===== config.mk =====
export PLATFORM = sky130hd
export DESIGN_NAME = sat_counter
export DESIGN_NICKNAME = d
export VERILOG_FILES = /design/src/rtl/lfsr_sequence_checker_sat_counter.sv
export SDC_FILE = /design/constraint.sdc
export NUM_CORES = 1
export LEC_CHECK = 0
export ABC_AREA = 1
export CAP_MARGIN = 20
export CORE_MARGIN = 2
export CORE_UTILIZATION = 45
export DETAILED_ROUTE_END_ITERATION = 10
export GPL_TIMING_DRIVEN = 0
export PLACE_DENSITY = 0.69
export SLEW_MARGIN = 20
export SYNTH_ARGS = -nofsm -noshare
export SYNTH_HDL_FRONTEND = slang
export SYNTH_SLANG_ARGS = --single-unit

===== constraint.sdc =====
create_clock -name clk -period 3 [get_ports clk]
set_input_delay 0.9 -clock clk [delete_from_list [all_inputs] [get_ports clk]]
set_output_delay 0.9 -clock clk [all_outputs]
set_load 0.05 [all_outputs]

===== src/rtl/lfsr_sequence_checker_sat_counter.sv =====
// Saturating up-counter with synchronous clear taking priority over increment.
module sat_counter #(
  parameter int unsigned CNT_WIDTH = 16
) (
  input  logic                 clk,
  input  logic                 rstnn,
  input  logic                 clr,
  input  logic                 inc,
  output logic [CNT_WIDTH-1:0] count
);

  logic [CNT_WIDTH-1:0] count_q, count_d;

  always_comb begin
    count_d = count_q;
    if (clr) begin
      count_d = '0;
    end else if (inc && (count_q != '1)) begin
      count_d = count_q + CNT_WIDTH'(1);
    end
  end

  always_ff @(posedge clk or negedge rstnn) begin
    if (!rstnn) begin
      count_q <= '0;
    end else begin
      count_q <= count_d;
    end
  end

  assign count = count_q;

endmodule


After elaboration in Yosys (flattened, before gate mapping)
Index checks and enable logic that the tools add are counted.
{ "totals": {"register_bits": 16, "inputBits": 4, "output_inout_bits": 16, "elab_cells": 7} }
{ "classes": {"addsub": 1, "eq_ne": 1, "muxes": 2, "reduce_logical": 2} }
{ "op_table": {"columns": ["op", "count"], "rows": [
  ["two-way mux 16 bit", 2],
  ["adder 16 x 1 -> 16 bit (second input constant)", 1],
  ["!= test 16 bit (second input constant)", 1],
  ["nonzero test 2 bit", 1],
  ["logical AND 1 bit", 1]
]} }

Longest topological paths before layout
{ "depth": {"depth_word": 4, "depth_mapped": 10, "ltp_nobuf": 9} }

Worst setup path after synthesis
No wires, ideal clock.
{ "synth_path": {"path_type": "reg2reg", "from": "register count_q[1] (netlist: count[1])", "to": "register count_q[7] (netlist: count[7])", "t_arrival_ps": 1799, "setup_slack_ps": 1135, "stages_incl_launch_ff": 11, "n_path_buf": 1, "period_less_slack_ps": 1865, "cell_sequence": "dfrtp_1 > ha_1 > nand2_2 > nor2_4 > nand2_4 > o21ai_4 > nand2_4 > inv_4 > buf_12 > nand2_1 > nand2_1"} }
{ "synth_via": {"elab_chain_cells": 3, "word_cells_on_any_way": 6} }
{ "synth_lines": {"columns": ["item", "line_no", "source"], "rows": [
  ["start: declaration", "12", "logic [CNT_WIDTH-1:0] count_q, count_d;"],
  ["start signal: assignment", "27", "count_q <= count_d;"],
  ["adder 16 x 1 -> 16 bit or != test 16 bit (tied branches)", "19, 18", null],
  ["two-way mux 16 bit or logical AND 1 bit (tied branches)", "18", "end else if (inc && (count_q != '1)) begin"],
  ["two-way mux 16 bit or nonzero test 2 bit (tied branches)", null, null]
]} }
Several ways; a longest one is shown, not always the timed one. The select of a mux whose other input is x is not followed.
A chain may end at the register's enable or synchronous reset.

Final worst setup path
{ "layout_path": {"from": "register count_q[7] (netlist: count[7])", "to": "output port count[7]"} }
{ "layout_lines": {"columns": ["item", "line_no", "source"], "rows": [
  ["end: declaration", "9", "output logic [CNT_WIDTH-1:0] count"]
]} }
No word-level cell between the ends.

==> impl_metrics.csv <==
group,metric,value,unit
floorplan,rows,17,
power,seqPwrFrac,0.537,
place,place_hpwl,1790,um
timing,holdWs,0.565,ns
power,peakVddDrop,0.262,mV
worst_setup_path,arrival,1.61,ns
yosys,syn_inst,144,
cells_and_area,largest_reg_flops,16,
route,ant_nets,0,
timing,max_freq,398,MHz
power,leakage,0.606,nW
outcome,status,"complete, no violations",
worst_hold_path,min_path_cells,2,
grt,grt.busiest_layer,"met2",
worst_setup_path,critPathMaxStageDelay,0.85,ns
timing,slew_headroom,0.519,
grt,grt_pass1_wl,4220,um
timing,rsz0062_at_grt,"no",
worst_setup_path,crit_family,"buffers and inverters",
clock_network,htreeDepth,1,
clock_network,clock_sinks,16,
floorplan,dieArea,2710,um2
timing,hold_violations,0,
power,p_per_area,316,nW/um2
worst_setup_path,path_cells,"clkdlybuf4s50_1",
timing,setup_viol,0,
floorplan,die_y,52.0,um
route,drc_errors,0,
yosys,yosysSeqAreaShare,0.386,
power,pwr-share-clk,0.353,
cells_and_area,fin_area,1300,um2
floorplan,core,2190,um2
place,placed_cell_area,1260,um2
worst_setup_path,slowest_stage,"clkdlybuf4s50_1",
clock_network,post-cts-setup-buffers,0,
grt,grt_usage,0.209,
yosys,synth-main-ff-cell,"dfrtp_1",
grt,use_met2,0.333,
place,place.gp.congestion,0.805,
route,vias_per_cell,5.13,
clock_network,cts.path.max_buffers,2,
grt,grt_pass1_vias,957,
power,pwr-share-comb,0.110,
cells_and_area,diodes,0,
cells_and_area,area_growth,25.2,%
clock_network,cts_resized,0,
yosys,synth_top_cell_area_share,0.386,
floorplan,fp.dieW,52.0,um
power,power.switching,0.104,mW
worst_setup_path,crit_type,"flip-flop to output port",
timing,period_needed,2.51,ns
worst_hold_path,min_path_type,"flip-flop to flip-flop",
cells_and_area,nNetsFinal,173,
route,avgRoutedWirePerCell,12.4,um
timing,tightest_slew,0.719,ns
cells_and_area,final_layout_size_suffix_gt1_frac,0.0958,
yosys,syn_avg_cell_area,7.20,um2
route,via_count,1000,
power,intPower,0.307,mW
yosys,synth_seq_cells,16,
grt,antenna_found_initial,0,
yosys,synth_edf_count,0,
yosys,synth_top_cell_by_area,"dfrtp_1",
worst_setup_path,r2r_cells,9,
yosys,netlist_area,1040,um2
clock_network,clkLatencyLatePin,0.28,ns
yosys,synth_top_cells_by_count,"55 x nand2_1, 16 x dfrtp_1, 14 x nor2_1, 12 x nand3_1, 11 x inv_1",
clock_network,root_buffer,"clkbuf_4",
grt,use_met1,0.283,
worst_setup_path,crit_buf_inv,1,
route,dr.pass1.iters,4,
yosys,synth_nets,149,
worst_setup_path,startpoint_type,"flip-flop",
floorplan,start_util,0.473,
cells_and_area,nFillCells,219,
yosys,yosys_warnings,0,
timing,fin_tns_setup,0,ns
clock_network,cts_tree,"yes",
timing,skew,0.00162,ns
worst_setup_path,critPathCaptureType,"output port",
timing,maxSlewViolCount,0,
yosys,netlist_top_cells_area,"dfrtp_1 39%, nand2_1 20%, nand3_1 5.8%",
worst_setup_path,critPathRequiredTime,2.10,ns
worst_setup_path,path_max_fanout,7,
power,p_sw_frac,0.252,
clock_network,cts_buffers,3,
clock_network,cts_hold_buf,0,
timing,final.period_utilization,0.838,
floorplan,io-pin-count,20,
grt,met3_usage,0.0287,
grt,grt_max_degree,17,
cells_and_area,final_core_util,0.593,
place,io_buffer_count,19,
worst_setup_path,worstSetupPathDepth,1,
grt,overflow,0,
yosys,yosysMostFrequentCell,"nand2_1",
yosys,synthArstFlopShare,1.00,
yosys,ys_types,23,
clock_network,clk_pin_slew,0.10,ns
route,drt_iter0_drc,13,
flow_run,max_cap_viol_count,0,
route,wirelength,2420,um
power,total_power,0.410,mW
[final timing paths]
kind                       slack [ns]   endpoint       from
hold reg to reg                  0.56  count[14]  count[14]
setup reg to reg                 1.25  count[10]   count[0]
setup / recovery                 0.49   count[7]   count[7]
max in group asynchronous        1.52   count[8]      rstnn
hold / removal                   0.56  count[14]  count[14]
min in group asynchronous        1.03   count[4]      rstnn
[through the flow]
step                      setup WS (ns)  cells
after global placement            0.720    191
after floorplan                    1.14    144
after detailed placement          0.701    191
after global routing              0.451    195
after CTS                         0.487    195
final                             0.487    195
[layout make-up]
class / instances / area, um2 / area share
Multi-Input combinational cell: 112 / 557 / 0.429
Sequential cell: 16 / 400 / 0.308
Timing Repair Buffer: 19 / 190 / 0.146
Inverter: 13 / 51.3 / 0.0395
Clock buffer: 4 / 36.3 / 0.0279
Tap cell: 28 / 35.0 / 0.0270
Buffer: 3 / 28.8 / 0.0222
[routing by layer]
layer,up-vias,wire length [um]
met2,17,1170
met4,0,27
li1,509,-
met5,-,0
met1,470,1150
met3,4,75
[placed cells by master (no fill, tap or decap), types with 3 or more instances in the layout]
| cell | instances |
|---|---|
| inv_1 | 11 |
| nor2_1 | 14 |
| xor2_1 | 3 |
| nand2_1 | 55 |
| dfrtp_1 | 16 |
| nand3_1 | 12 |
| nand4_1 | 9 |
| clkdlybuf4s50_1 | 19 |
| clkbuf_4 | 3 |
| o21ai_0 | 4 |
[cell families (layout without fill, tap and decap cells)]
family,Yosys count,count (layout),synth area share
simple gates,98,98,0.428
flops,16,16,0.386
buf+inv,16,39,0.0772
compound gates,8,8,0.0543
xor+xnor,5,5,0.0422
fa+ha+maj,1,1,0.0121
[power by group through the flow]
stage	combinational [mW]	sequential, mW	clock [mW]
after floorplan	0.0186	0.233	0
after global placement	0.0453	0.225	0
after detailed placement	0.0457	0.225	0
after CTS	0.0461	0.221	0.152
after global routing	0.0493	0.221	0.159
final	0.0451	0.221	0.145
Power figures use the tool's default switching activity.
==> patch, RTL diff (config.mk and constraints unchanged) <==
Put one more register stage on the output `count`, cleared by the reset. The value now appears one clock later.
--- a/src/rtl/lfsr_sequence_checker_sat_counter.sv
+++ b/src/rtl/lfsr_sequence_checker_sat_counter.sv
@@ -29,5 +29,11 @@
   end
 
-  assign count = count_q;
+  always_ff @(posedge clk or negedge rstnn) begin
+    if (!rstnn) begin
+      count <= '0;
+    end else begin
+      count <= count_q;
+    end
+  end
 
 endmodule
Function: changed (Yosys sat finds a counterexample within 4 cycles, from zero or initial values and one cycle with rstnn low).
==> patch against the unedited design <==
Routed wire length grew 3.3%. Area after synthesis grew 39%. Global-route usage shrank 4.1 points. Largest power group unchanged. Cell area rose by 34%. Clock skew increased by 5.5 ps. Setup slack better by 150 ps. Critical path type unchanged. Total power increased by 77%. Sequential cell count increased by 16.
==> patch: results (changes against the unedited design) <==
Run status
Run status: finished clean (unchanged).

Place
The worst setup timing slack at the placement stage is 692.8 ps (was 700.7 ps). The global placement routability congestion is 0.8363 (was 0.8052). The placed wire-length estimate is 1833 µm (was 1787 µm).

Synth
The cell with the most instances after synthesis was nand2_1 (unchanged). The post-synthesis share of cell area spent on full adders, half adders and majority gates came to 0.8666% (was 1.206%). The synthesized-area fraction occupied by ao, oa, aoi and oai cells is 1.733% (was 5.428%). The xor/xnor cell area share of the yosys netlist is 4.246% (was 4.222%).

The number of nets produced by synthesis is 169 (was 149). Top cells by area in the synthesized netlist: dfrtp_1, nand2_1, nand3_1, nor2_1, inv_1 (was dfrtp_1, nand2_1, nand3_1, nand4_1, nor2_1). The sequential fraction of the synthesis area came to 55.46% (was 38.60%).

The count of cell types in the netlist came to 22 (was 23).

CTS
The depth of the CTS H-tree came to 2 (was 1). The total of cells resized after clock tree synthesis is 0 (unchanged). The clock insertion delay at the later pin of the skew report is 320 ps (was 280 ps).

Layout
The share of post-route cells with drive strength above 1 is 9.948% (was 9.581%). The number of nets at the end of the flow is 195 (was 173).

Critical path
The worst-case register-to-register setup slack is 1280 ps (was 1250 ps). The endpoint of the lowest-slack register-to-register path is count_q[2] (was count[10]). The maximum fanout along the worst path is 1 (was 7).

The data arrival at the endpoint of the critical path is 1460 ps (was 1610 ps). The launching element of the worst setup path is count[7] (unchanged). The largest stage delay on the critical path is 800 ps (was 850 ps). The launching point of the worst reg2reg path is count_q[0] (was count[0]).

Worst hold path
The source of the worst hold timing path is count_q[12] (was count[14]). The class of the tightest hold or removal check is flop to flop (unchanged). The endpoint with the worst hold slack is count[12] (was count[14]). The number of stages on the worst hold path was 0 (was 2).

Timing
The measured slew at the worst slew-check pin was 660.1 ps (was 718.8 ps). The worst clock skew was 7.137 ps (was 1.621 ps). The highest achievable clock rate is 0.4241 GHz (was 0.3979 GHz).

Global route
The number of global-route vias before repair is 1085 (was 957). The global routing usage summed across all routing layers is 16.84% (was 20.91%). The global-route wire length before repair came to 4560 µm (was 4215 µm). The maximum number of pins on one net before global-route repair is 33 (was 17).

Power
The worst-case vdd ir drop was 212.0 µV (was 262.4 µV). The leakage power of the design is 0.0008705 µW (was 0.0006058 µW).

Drt
The count of routing violations after the opening detailed-route iteration is 22 (was 13). The total number of vias was 1108 (was 1000). The wire length per cell is 10.65 µm (was 12.43 µm).
==> patch: metrics by stage <==
| step | area [µm²] | instances | power, µW |
|---|---|---|---|
| 5_1_grt | 1743 | 235 | 758.2 |
| 6_report | 1743 | 235 | 725.1 |
| 3_3_place_gp | 1689 | 227 | 491.5 |
| 2_1_floorplan | 1444 | 164 | 469.0 |
| 4_1_cts | 1743 | 235 | 738.0 |
| 3_5_place_dp | 1684 | 227 | 491.8 |
==> patch: layout make-up <==
class	instances	area (µm²)
buffer	1	3.754
clock buffer	8	58.81
fill	294	1310
inverter	18	67.56
multi-input combinational	113	571.8
sequential	32	800.8
tap	44	55.05
timing repair buffer	19	185.2
==> patch: metal layers <==
layer	GRT usage (%)	up-vias	part of all wire, %
met4	6.522	0	2.0
li1	-	565	-
met3	6.610	7	5.4
met5	0	-	0
met1	20.87	502	47
met2	26.57	34	46
==> patch: power by group <==
part	total, µW	switching (µW)	internal [µW]
clock	243	128	115
combinational	43.1	31.1	12.0
sequential	439	3.58	435
total	725	162	563
